### config.mk
export PLATFORM = sky130hd
export DESIGN_NAME = hazard_control_unit
export DESIGN_NICKNAME = d
export VERILOG_FILES = /design/src/rtl/hazard_control_unit.sv
export SDC_FILE = /design/constraint.sdc
export NUM_CORES = 1
export LEC_CHECK = 0
export ABC_AREA = 1
export CAP_MARGIN = 15
export CORE_MARGIN = 1.5
export CORE_UTILIZATION = 42
export DETAILED_ROUTE_END_ITERATION = 7
export GPL_TIMING_DRIVEN = 1
export PLACE_DENSITY = 0.92
export SLEW_MARGIN = 20
export SYNTH_ARGS = -nofsm -noshare
export SYNTH_HDL_FRONTEND = slang
export SYNTH_SLANG_ARGS = --single-unit
### constraint.sdc
create_clock -name clk -period 2.28 [get_ports clk]
set_input_delay 0.228 -clock clk [delete_from_list [all_inputs] [get_ports clk]]
set_output_delay 0.228 -clock clk [all_outputs]
set_load 0.02 [all_outputs]
### src/rtl/hazard_control_unit.sv
// Hazard controller for the 5-stage MIPS pipeline.
// It detects load-use hazards and holds the front end. It resolves taken EX-stage
// branches and ID-stage jumps with flushes. It also keeps saturating stall/flush
// performance counters. Control outputs are Mealy: they come from the current state
// and the current inputs.
module hazard_control_unit #(
   parameter int REG_W               = 5,
   parameter int DATA_W              = 32,
   parameter int LOAD_STALL_CYCLES   = 1,
   parameter int BRANCH_FLUSH_CYCLES = 1,
   parameter int CNT_W               = 16
) (
   input  logic              clk,
   input  logic              rst,
   input  logic [REG_W-1:0]  rs_id,
   input  logic [REG_W-1:0]  rt_id,
   input  logic              rs_used_id,
   input  logic              rt_used_id,
   input  logic [REG_W-1:0]  rt_ex,
   input  logic              mem_read_ex,
   input  logic              branch_eq_ex,
   input  logic              branch_ne_ex,
   input  logic              regs_equal_ex,
   input  logic [DATA_W-1:0] branch_offset_ex,
   input  logic              jump_id,
   input  logic              clear_counters,
   output logic              hold_pc,
   output logic              hold_if_id,
   output logic              flush_if_id,
   output logic              flush_id_ex,
   output logic              take_branch,
   output logic [DATA_W-1:0] pc_offset,
   output logic [CNT_W-1:0]  stall_cycles,
   output logic [CNT_W-1:0]  flush_cycles,
   output logic              busy
);

   typedef enum logic [1:0] {
      S_IDLE       = 2'd0,
      S_LOAD_STALL = 2'd1,
      S_FLUSH      = 2'd2
   } state_t;

   // Remaining-cycle reload values. The first cycle of each action is spent in IDLE.
   localparam logic [3:0]       LOAD_REM = 4'(LOAD_STALL_CYCLES - 1);
   localparam logic [3:0]       BR_REM   = 4'(BRANCH_FLUSH_CYCLES - 1);
   localparam logic [CNT_W-1:0] CNT_MAX  = '1;

   state_t            state_q, state_d;
   logic [3:0]        rem_q, rem_d;
   logic [CNT_W-1:0]  stall_q, flush_q;

   logic              load_hz_s, br_tk_s;
   logic              hold_pc_s, hold_if_id_s, flush_if_id_s, flush_id_ex_s, take_branch_s;
   logic [DATA_W-1:0] pc_offset_s;

   // A load into $0 can never create a real dependency, so it is excluded here.
   assign load_hz_s = mem_read_ex & (rt_ex != {REG_W{1'b0}}) &
                      ((rs_used_id & (rs_id == rt_ex)) | (rt_used_id & (rt_id == rt_ex)));
   assign br_tk_s   = (branch_eq_ex & regs_equal_ex) | (branch_ne_ex & ~regs_equal_ex);

   // Next-state and Mealy output decode. A taken branch may abort a load stall.
   always_comb begin
      state_d       = state_q;
      rem_d         = rem_q;
      hold_pc_s     = 1'b0;
      hold_if_id_s  = 1'b0;
      flush_if_id_s = 1'b0;
      flush_id_ex_s = 1'b0;
      take_branch_s = 1'b0;
      pc_offset_s   = {DATA_W{1'b0}};
      if (rst) begin
         state_d = S_IDLE;
         rem_d   = 4'd0;
      end else begin
         case (state_q)
            S_IDLE, S_LOAD_STALL: begin
               if (br_tk_s) begin
                  take_branch_s = 1'b1;
                  pc_offset_s   = branch_offset_ex;
                  flush_if_id_s = 1'b1;
                  flush_id_ex_s = 1'b1;
                  if (BRANCH_FLUSH_CYCLES > 1) begin
                     state_d = S_FLUSH;
                     rem_d   = BR_REM;
                  end else begin
                     state_d = S_IDLE;
                     rem_d   = 4'd0;
                  end
               end else if (state_q == S_LOAD_STALL) begin
                  hold_pc_s     = 1'b1;
                  hold_if_id_s  = 1'b1;
                  flush_id_ex_s = 1'b1;
                  if (rem_q <= 4'd1) begin
                     state_d = S_IDLE;
                     rem_d   = 4'd0;
                  end else begin
                     rem_d = rem_q - 4'd1;
                  end
               end else if (load_hz_s) begin
                  hold_pc_s     = 1'b1;
                  hold_if_id_s  = 1'b1;
                  flush_id_ex_s = 1'b1;
                  if (LOAD_STALL_CYCLES > 1) begin
                     state_d = S_LOAD_STALL;
                     rem_d   = LOAD_REM;
                  end else begin
                     state_d = S_IDLE;
                     rem_d   = 4'd0;
                  end
               end else if (jump_id) begin
                  flush_if_id_s = 1'b1;
               end else begin
                  state_d = S_IDLE;
               end
            end
            S_FLUSH: begin
               flush_if_id_s = 1'b1;
               flush_id_ex_s = 1'b1;
               if (rem_q <= 4'd1) begin
                  state_d = S_IDLE;
                  rem_d   = 4'd0;
               end else begin
                  rem_d = rem_q - 4'd1;
               end
            end
            default: begin
               state_d = S_IDLE;
               rem_d   = 4'd0;
            end
         endcase
      end
   end

   // State and remaining-cycle registers.
   always_ff @(posedge clk) begin
      if (rst) begin
         state_q <= S_IDLE;
         rem_q   <= 4'd0;
      end else begin
         state_q <= state_d;
         rem_q   <= rem_d;
      end
   end

   // Saturating performance counters; a clear wins over an increment.
   always_ff @(posedge clk) begin
      if (rst || clear_counters) begin
         stall_q <= {CNT_W{1'b0}};
         flush_q <= {CNT_W{1'b0}};
      end else begin
         if (hold_pc_s && (stall_q != CNT_MAX)) begin
            stall_q <= stall_q + {{(CNT_W-1){1'b0}}, 1'b1};
         end else begin
            stall_q <= stall_q;
         end
         if (flush_if_id_s && (flush_q != CNT_MAX)) begin
            flush_q <= flush_q + {{(CNT_W-1){1'b0}}, 1'b1};
         end else begin
            flush_q <= flush_q;
         end
      end
   end

   assign hold_pc      = hold_pc_s;
   assign hold_if_id   = hold_if_id_s;
   assign flush_if_id  = flush_if_id_s;
   assign flush_id_ex  = flush_id_ex_s;
   assign take_branch  = take_branch_s;
   assign pc_offset    = pc_offset_s;
   assign stall_cycles = stall_q;
   assign flush_cycles = flush_q;
   assign busy         = (state_q != S_IDLE) & ~rst;

endmodule
==> metrics.md, run 1 <==
| Metric | Value |
|---|---|
| Worst r2r path cells | 9 |
| Starting Density | 43.6% |
| TritonCTS clock tree | yes |
| Fin crit share | ~92% |
| Crit path required time | between 2000 and 2500 ps |
| Input/output buffers | ~130 |
| Total wire length after detailed routing | 8160 um |
| Core area | between 6000 and 7000 sq um |
| #FFs+latches synth | 38 |
| Syn Nets | between 500 and 600 |
| Final hold vios | 0 |
| Worst Tran Pin Value | 520 ps |
| CTS Buf Count | 5 |
| CTS H-tree depth | 2 |
| Post-synthesis sequential area ratio | between 20% and 30% |
| Max clock buf depth | 2 |
| Power density over the cells | between 300 and 400 nW/um^2 |
| Max Slew Vio Count | 0 |
| Final clock skew | approximately 5.8 ps |
| Cells after Synth | ~450 |
| Max-Slew Margin vs Limit | roughly two thirds |
| CP top delay family | buffers and inverters |
| Mapped Area | ~2800 sq um |
| Die area | between 7000 and 8000 sq um |
| Io pins | 127 |
| Leak pwr | between 1.5 and 2 nW |
| # nets final | 650 |
| Critical path's slowest cell | clkdlybuf4s50_1 |
| Placer Congestion | 0.923 |
| Peak supply drop | 0.250 mV |
| Outcome | complete, no violations |
| WHS | approximately 490 ps |
| First-pass GRT wire length | around 13,000 um |
| Antenna Nets Post-Route | 0 |
| Hold WC Path Type | flip-flop to flip-flop |
| CTS Root Cell | clkbuf_8 |
| Synth cell types | 33 |
| Detailed-route vias per instance | 4.91 |
| Crit. End Element | output pin |
| Reg clk slew, reported paths | 80 ps |
| Std-Cell Rows | 29 |
| Die H | 84.2 um |
| Largest stage delay on the critical path | about 460 ps |
| # Max-Cap Violations | 0 |
| Ys Warns | 0 |
| Largest net degree at the start of global routing | 33 |
| RSZ-0062 raised after global routing | no |
| DRC Markers | 0 |
| Via count | 3,273 |
| Post-synth EDFFs | 0 |
| Arr. time, crit path | between 1500 and 2000 ps |
| Startpoint types | input pin |
| Crit path top cell by count | nand2_1 |
| Die Span X | 84.2 um |
| First-pass iteration count of the detailed router | 4 |
| FF-to-FF Start | stall_cycles[0] |
| Initial antenna violation count | 0 |
| Post-DR wirelength/cell | 12.3 um |
| Fmax achieved | around 0.48 GHz |
| Avg Inst Size Synth | 6.12 sq um |
| R2r setup slk | 270 ps |
| Clock sinks | 38 |
| WP buf/inv | 4 |
| Share of layout cells above drive strength 1 | 7.64% |
| Initial DRC count | between 100 and 150 |
| Crit path kind | input pin to output pin |
| CP Max Fanout | 3 |
| Vias in the first global route | between 3,000 and 4,000 |
| Hpwl dp | 6450 um |
| Clk_lat worst skew | approximately 280 ps |
| Area growth syn-to-layout | 53.0% |
| Reg2reg end | stall_cycles[2] |
| Final setup vio count | 0 |
| Congestion Overflow GR | 0 |
| Critical Path Stages | 9 |
| # diodes | 0 |
| Cell breakdown of the critical path | clkdlybuf4s50_1 > inv_2 > nand4_1 > o21ai_1 > inv_1 > nand2_1 > nand2_1 > a21oi_1 > dlygate4sd2_1 |
| Design area | approximately 4200 sq um |
| Tot GR Track Use | 22.6% |
| Ys flop type | dfxtp_1 |
| CP Capture Point | flush_if_id |
| Placed cell area | ~4200 sq um |
| Final worst path period need | 2100 ps |
| Worst setup path start | rt_ex[3] |
| FFs w/ async S/R, synth | 0% |
[cell usage after synthesis, types with 2 or more instances]
| master | number | area, sq um |
|---|---|---|
| nand2_1 | 108 | 405 |
| inv_1 | 73 | 274 |
| nor2_1 | 67 | 251 |
| dfxtp_1 | 38 | 761 |
| a21oi_1 | 35 | 175 |
| nand3_1 | 31 | 155 |
| xor2_1 | 21 | 184 |
| nand4_1 | 16 | 100 |
| nor3_1 | 10 | 50.1 |
| clkbuf_1 | 9 | 33.8 |
| inv_2 | 6 | 22.5 |
| xnor2_1 | 6 | 52.6 |
| ha_1 | 4 | 50.1 |
| nor3_2 | 4 | 40.0 |
| nand2_2 | 3 | 18.8 |
| buf_2 | 2 | 10.0 |
| buf_4 | 2 | 15.0 |
| nand3_4 | 2 | 35.0 |
| o21ai_1 | 2 | 10.0 |
[cells in the final DEF (no fill, tap or decap), drive strengths merged]
cell,netlist,final
a21boi,1,1
clkbuf,9,8
nor4,1,1
or2,1,1
inv,79,79
nor3b,2,2
buf,5,17
nor2,68,68
nor3,14,14
a21oi,36,36
xnor2,6,6
xor2,21,21
nand2,111,111
dlygate4sd2,0,35
o21ai,3,3
nand3,34,34
clkdlybuf4s50,0,90
dfxtp,38,38
nand4,17,17
ha,4,4
nand3b,1,1
clkinv,1,1
and3,1,1
[worst min-delay path by stage]
stage                           startpoint                to  slack [ps]  cells past startpoint
after floorplan             clear_counters   flush_cycles[1]         430                      3
after CTS                         rem_q[1]          rem_q[1]         500                      2
final                             rem_q[1]          rem_q[1]         490                      2
after global routing      flush_cycles[15]  flush_cycles[15]         520                      2
after detailed placement          rem_q[1]          rem_q[1]         480                      2
after global placement            rem_q[1]          rem_q[1]         470                      2
[final cells by class]
cell class,instances,area (sq um)
Fill cell,571,2110
Multi-Input combinational cell,321,1650
Sequential cell,38,761
Tap cell,77,96.3
Clock buffer,7,76.3
Timing Repair Buffer,143,1350
Inverter,80,300
[cell families after synthesis]
logic type	synth area share, %
buffers and inverters	13.4
AO/OA/AOI/OAI	7.59
XOR/XNOR	8.54
adder cells (fa/ha/maj)	1.81
AND/OR/NAND/NOR	41.2
flip-flops	27.5
[routing by layer]
| metal | part of all wire, % | GRT usage (%) | vias to the layer above |
|---|---|---|---|
| met1 | 42 | 24.4 | 1469 |
| met2 | 49 | 42.2 | 110 |
| met4 | 2.5 | 9.69 | 0 |
| li1 | - | - | 1678 |
| met3 | 6.5 | 5.11 | 16 |
| met5 | 0 | 0 | - |
[power breakdown]
part	leakage, nW	internal (mW)	total (mW)	switching [mW]
clock	0.0383	0.211	0.440	0.229
sequential	0.306	0.665	0.667	0.00195
combinational	1.61	0.165	0.325	0.160
[flip-flops by register name, summed over array words and instances, names as in the netlist]
register      cells
state_q           2
rem_q             4
stall_cycles     16
flush_cycles     16
[worst register-to-register path: cells and delay by family (launching register included)]
kind,cells,cell delay (ps)
and+or+nand+nor,7,1140
DFF,1,410
adders and majority gates,1,250
AOI/OAI and AO/OA,1,140
[per-stage QoR]
step           std cells  utilization (%)  TNS [ps]  power [mW]  setup slack, ps
2_1_floorplan        453                -         0       0.822              333
3_3_place_gp         659             66.1     -1420        1.02             -153
3_5_place_dp         659             66.1     -2540        1.03             -178
4_1_cts              666             66.6         0        1.45             99.2
5_1_grt              666             66.7         0        1.49             55.3
6_report             666             66.7         0        1.43              175
[what timing repair did]
item,in CTS,in global routing
pin swaps,0,0
gates resized for setup,36,5
hold buffers,0,0
endpoints found under the setup margin,36,4
buffers inserted,0,0
(Power assumes the default switching activity.)
==> inputs of run 2 (changes only) <==
--- a/config.mk
+++ b/config.mk
@@ -9,6 +9,7 @@
 export CAP_MARGIN = 15
 export CORE_MARGIN = 1.5
 export CORE_UTILIZATION = 42
+export CTS_CLUSTER_DIAMETER = 100
 export DETAILED_ROUTE_END_ITERATION = 7
 export GPL_TIMING_DRIVEN = 1
 export PLACE_DENSITY = 0.92
==> results of run 2 <==
Final layout, timing and power as in run 1 (identical DEF).
==> inputs of run 3 (changes only) <==
--- a/config.mk
+++ b/config.mk
@@ -5,10 +5,10 @@
 export SDC_FILE = /design/constraint.sdc
 export NUM_CORES = 1
 export LEC_CHECK = 0
-export ABC_AREA = 1
 export CAP_MARGIN = 15
+export CORE_ASPECT_RATIO = 1.4
 export CORE_MARGIN = 1.5
-export CORE_UTILIZATION = 42
+export CORE_UTILIZATION = 40
 export CTS_CLUSTER_DIAMETER = 100
 export DETAILED_ROUTE_END_ITERATION = 7
 export GPL_TIMING_DRIVEN = 1
==> metrics.md, run 3 <==
| Metric | Value |
|---|---|
| Post-synth top area cell | dfxtp_1 (unchanged) |
| Outcome | complete, no violations (unchanged) |
| Final worst path period need | 2230 ps (was 2100 ps) |
| First-pass GRT wire length | 13,300 um (was 13,400 um) |
| Die H | 95.7 um (was 84.2 um) |
| Initial antenna violation count | 0 (unchanged) |
| Final hold vios | 0 (unchanged) |
| Area contributors post-synth | dfxtp_1, and2_1, a21oi_1 (was dfxtp_1, nand2_1, inv_1) |
| Clock sinks | 38 (unchanged) |
| Most frequent cell after synthesis | dfxtp_1 (was nand2_1) |
| Tot GR Track Use | 24.6% (was 22.6%) |
| Std-Cell Rows | 33 (was 29) |
| Post-DR wirelength/cell | 15.0 um (was 12.3 um) |
| Crit path required time | 2050 ps (about the same) |
| CTS Root Cell | clkbuf_8 (unchanged) |
| Layout fillers | 481 (was 571) |
| # diodes | 0 (unchanged) |
| Input/output buffers | 126 (unchanged) |
| Cell breakdown of the critical path | clkdlybuf4s50_1 > xnor2_1 > nand4_1 > buf_4 > o22a_2 > o21ai_4 > inv_1 > clkdlybuf4s15_1 (was clkdlybuf4s50_1 > inv_2 > nand4_1 > o21ai_1 > inv_1 > nand2_1 > nand2_1 > a21oi_1 > dlygate4sd2_1) |
| Fmax achieved | 0.449 GHz (was 0.475 GHz) |
| Post-synthesis sequential area ratio | 31.0% (was 27.5%) |
| Largest net degree at the start of global routing | 34 (was 33) |
| Final clock skew | 5.85 ps (was 5.77 ps) |
| Critical path's slowest cell | clkdlybuf4s50_1 (unchanged) |
| Io pins | 127 (unchanged) |
| Initial DRC count | 155 (was 125) |
| Max Slew Vio Count | 0 (unchanged) |
| Top post-synthesis cells by count | dfxtp_1, and2_1, nand2_1 (was nand2_1, inv_1, nor2_1) |
| Fin crit share | 97.6% (was 92.3%) |
| Largest stage delay on the critical path | 490 ps (was 460 ps) |
| Detailed-route vias per instance | 5.63 (was 4.91) |
| Ys flop type | dfxtp_1 (unchanged) |
| Leak pwr | 1.53 nW (was 1.95 nW) |
| Ys Warns | 0 (unchanged) |
| Avg Inst Size Synth | 7.77 sq um (was 6.12 sq um) |
| Hold WC Path Type | flip-flop to flip-flop (unchanged) |
| Vias in the first global route | 3,040 (was 3,143) |
| Cells after Synth | 316 (was 453) |
| CTS Buf Count | 5 (unchanged) |
| # Max-Cap Violations | 0 (unchanged) |
| Placer Congestion | 0.842 (was 0.923) |
| Area growth syn-to-layout | 64.1% (was 53.0%) |
| Arr. time, crit path | 2000 ps (was 1880 ps) |
| First-pass iteration count of the detailed router | 4 (unchanged) |
| Commonest cells after routing, fill and taps aside | clkdlybuf4s50_1, dfxtp_1, dlygate4sd2_1 (was nand2_1, clkdlybuf4s50_1, inv_1) |
| Via count | 2,989 (was 3,273) |
| Final setup vio count | 0 (unchanged) |
| Reg clk slew, reported paths | 80 ps (about the same) |
| Design area | 4030 sq um (was 4240 sq um) |
| Core area | 5900 sq um (was 6350 sq um) |
| Post-synth EDFFs | 0 (unchanged) |
| CP Max Fanout | 2 (was 3) |
| Top cell type's share of synthesized area | 31.0% (was 27.5%) |
| Antenna Nets Post-Route | 0 (unchanged) |
| Final core occ | 68.2% (was 66.7%) |
| Crit. End Element | output pin (unchanged) |
| Hpwl dp | 6290 um (was 6450 um) |
| Die area | 6620 sq um (was 7090 sq um) |
| Total wire length after detailed routing | 7970 um (was 8160 um) |
| #FFs+latches synth | 38 (unchanged) |
| Max-Slew Margin vs Limit | 69.9% (was 65.3%) |
| # nets final | 521 (was 650) |
| Crit path kind | input pin to output pin (unchanged) |
| Syn Nets | 377 (was 514) |
| Worst Tran Pin Value | 450 ps (was 520 ps) |
| FFs w/ async S/R, synth | 0% (unchanged) |
| Post-Layout Cell Count | 531 (was 666) |
| Synth cell types | 46 (was 33) |
| Startpoint types | input pin (unchanged) |
| Clk_lat worst skew | 300 ps (was 280 ps) |
| Max clock buf depth | 2 (unchanged) |
| WHS | 508 ps (was 495 ps) |
| Share of layout cells above drive strength 1 | 10.8% (was 7.64%) |
| Starting Density | 41.6% (was 43.6%) |
| Peak supply drop | 0.397 mV (was 0.250 mV) |
| Power density over the cells | 391 nW/um^2 (was 338 nW/um^2) |
| Most common cell after layout, fill and taps aside | clkdlybuf4s50_1 (was nand2_1) |
| DRC Markers | 0 (unchanged) |
| Placed cell count | 523 (was 659) |
| TritonCTS clock tree | yes (unchanged) |
| Congestion Overflow GR | 0 (unchanged) |
| Mapped Area | 2450 sq um (was 2770 sq um) |
| Placed cell area | 3930 sq um (was 4200 sq um) |
| CTS H-tree depth | 2 (unchanged) |
| Die Span X | 69.2 um (was 84.2 um) |
[run 3: cell types whose count changed in the layout (fill, tap and decap cells not counted), sizes merged, moves of 21 or more]
| cell | delta |
|---|---|
| nor2 | -50 |
| inv | -70 |
| xor2 | -21 |
| and2 | +32 |
| nand2 | -82 |
[run 3: cell type report]
cell class              count  area (sq um)  share of cell area [%]
clock buffers               7          76.3                    1.89
clock inverters             1          30.0                   0.746
inverters                   9          33.8                   0.839
multi-input cells         254          1590                    39.4
flip-flops and latches     38           761                    18.9
well taps                  70          87.6                    2.17
repair buffers            152          1450                    36.0
[run 3: stage by stage]
step | setup TNS, ps | power (mW) | setup slack [ps]
after CTS | 0 | 1.57 | 5.77
final | 0 | 1.57 | 54.1
after detailed placement | -7090 | 1.03 | -379
after floorplan | 0 | 0.822 | 217
after global routing | -6.31 | 1.64 | -6.31
after global placement | -4810 | 1.03 | -331
[run 3: repair_timing]
| action | 4_1_cts | 5_1_grt |
|---|---|---|
| setup endpoints to repair | 37 | 9 |
| gates resized for setup | 46 | 7 |
| pin swaps | 1 | 0 |
| hold buffers | 0 | 0 |
| buffers inserted | 0 | 0 |
[run 3: critical path: cells and delay by family]
family | cells | cell delay, ps
compound gates | 2 | 460
xor+xnor | 1 | 130
buf+inv | 4 | 1030
simple gates | 1 | 160
[run 3: where the power goes]
group	internal, mW	switching, mW
registers	0.664	0.00253
logic	0.183	0.148
clock network	0.328	0.248
total	1.17	0.399
[run 3: layer usage]
layer	share of wire, %	vias up	global-route usage [%]	routed length, um
li1	-	1455	-	-
met1	35	1370	23.6	2790
met2	55	146	49.2	4350
met3	6.8	18	5.24	543
met4	3.5	0	12.3	278
met5	0	-	0	0
[run 3: cells by family after synthesis]
kind of cell / share of synthesized area, %
DFF: 31.0
adders and majority gates: 2.04
muxes: 2.91
AOI/OAI and AO/OA: 17.3
buffers and inverters: 5.50
xor gates and xnor gates: 3.57
and+or+nand+nor: 37.7
[run 3: path summary, 6_finish.rpt]
path	startpoint	endpoint	slack, ps	depth (start not counted)
setup / recovery	rs_id[2]	flush_if_id	50	8
hold / removal	flush_cycles[15]	flush_cycles[15]	510	2
setup reg to reg	stall_cycles[10]	stall_cycles[1]	280	6
hold reg to reg	flush_cycles[15]	flush_cycles[15]	510	2
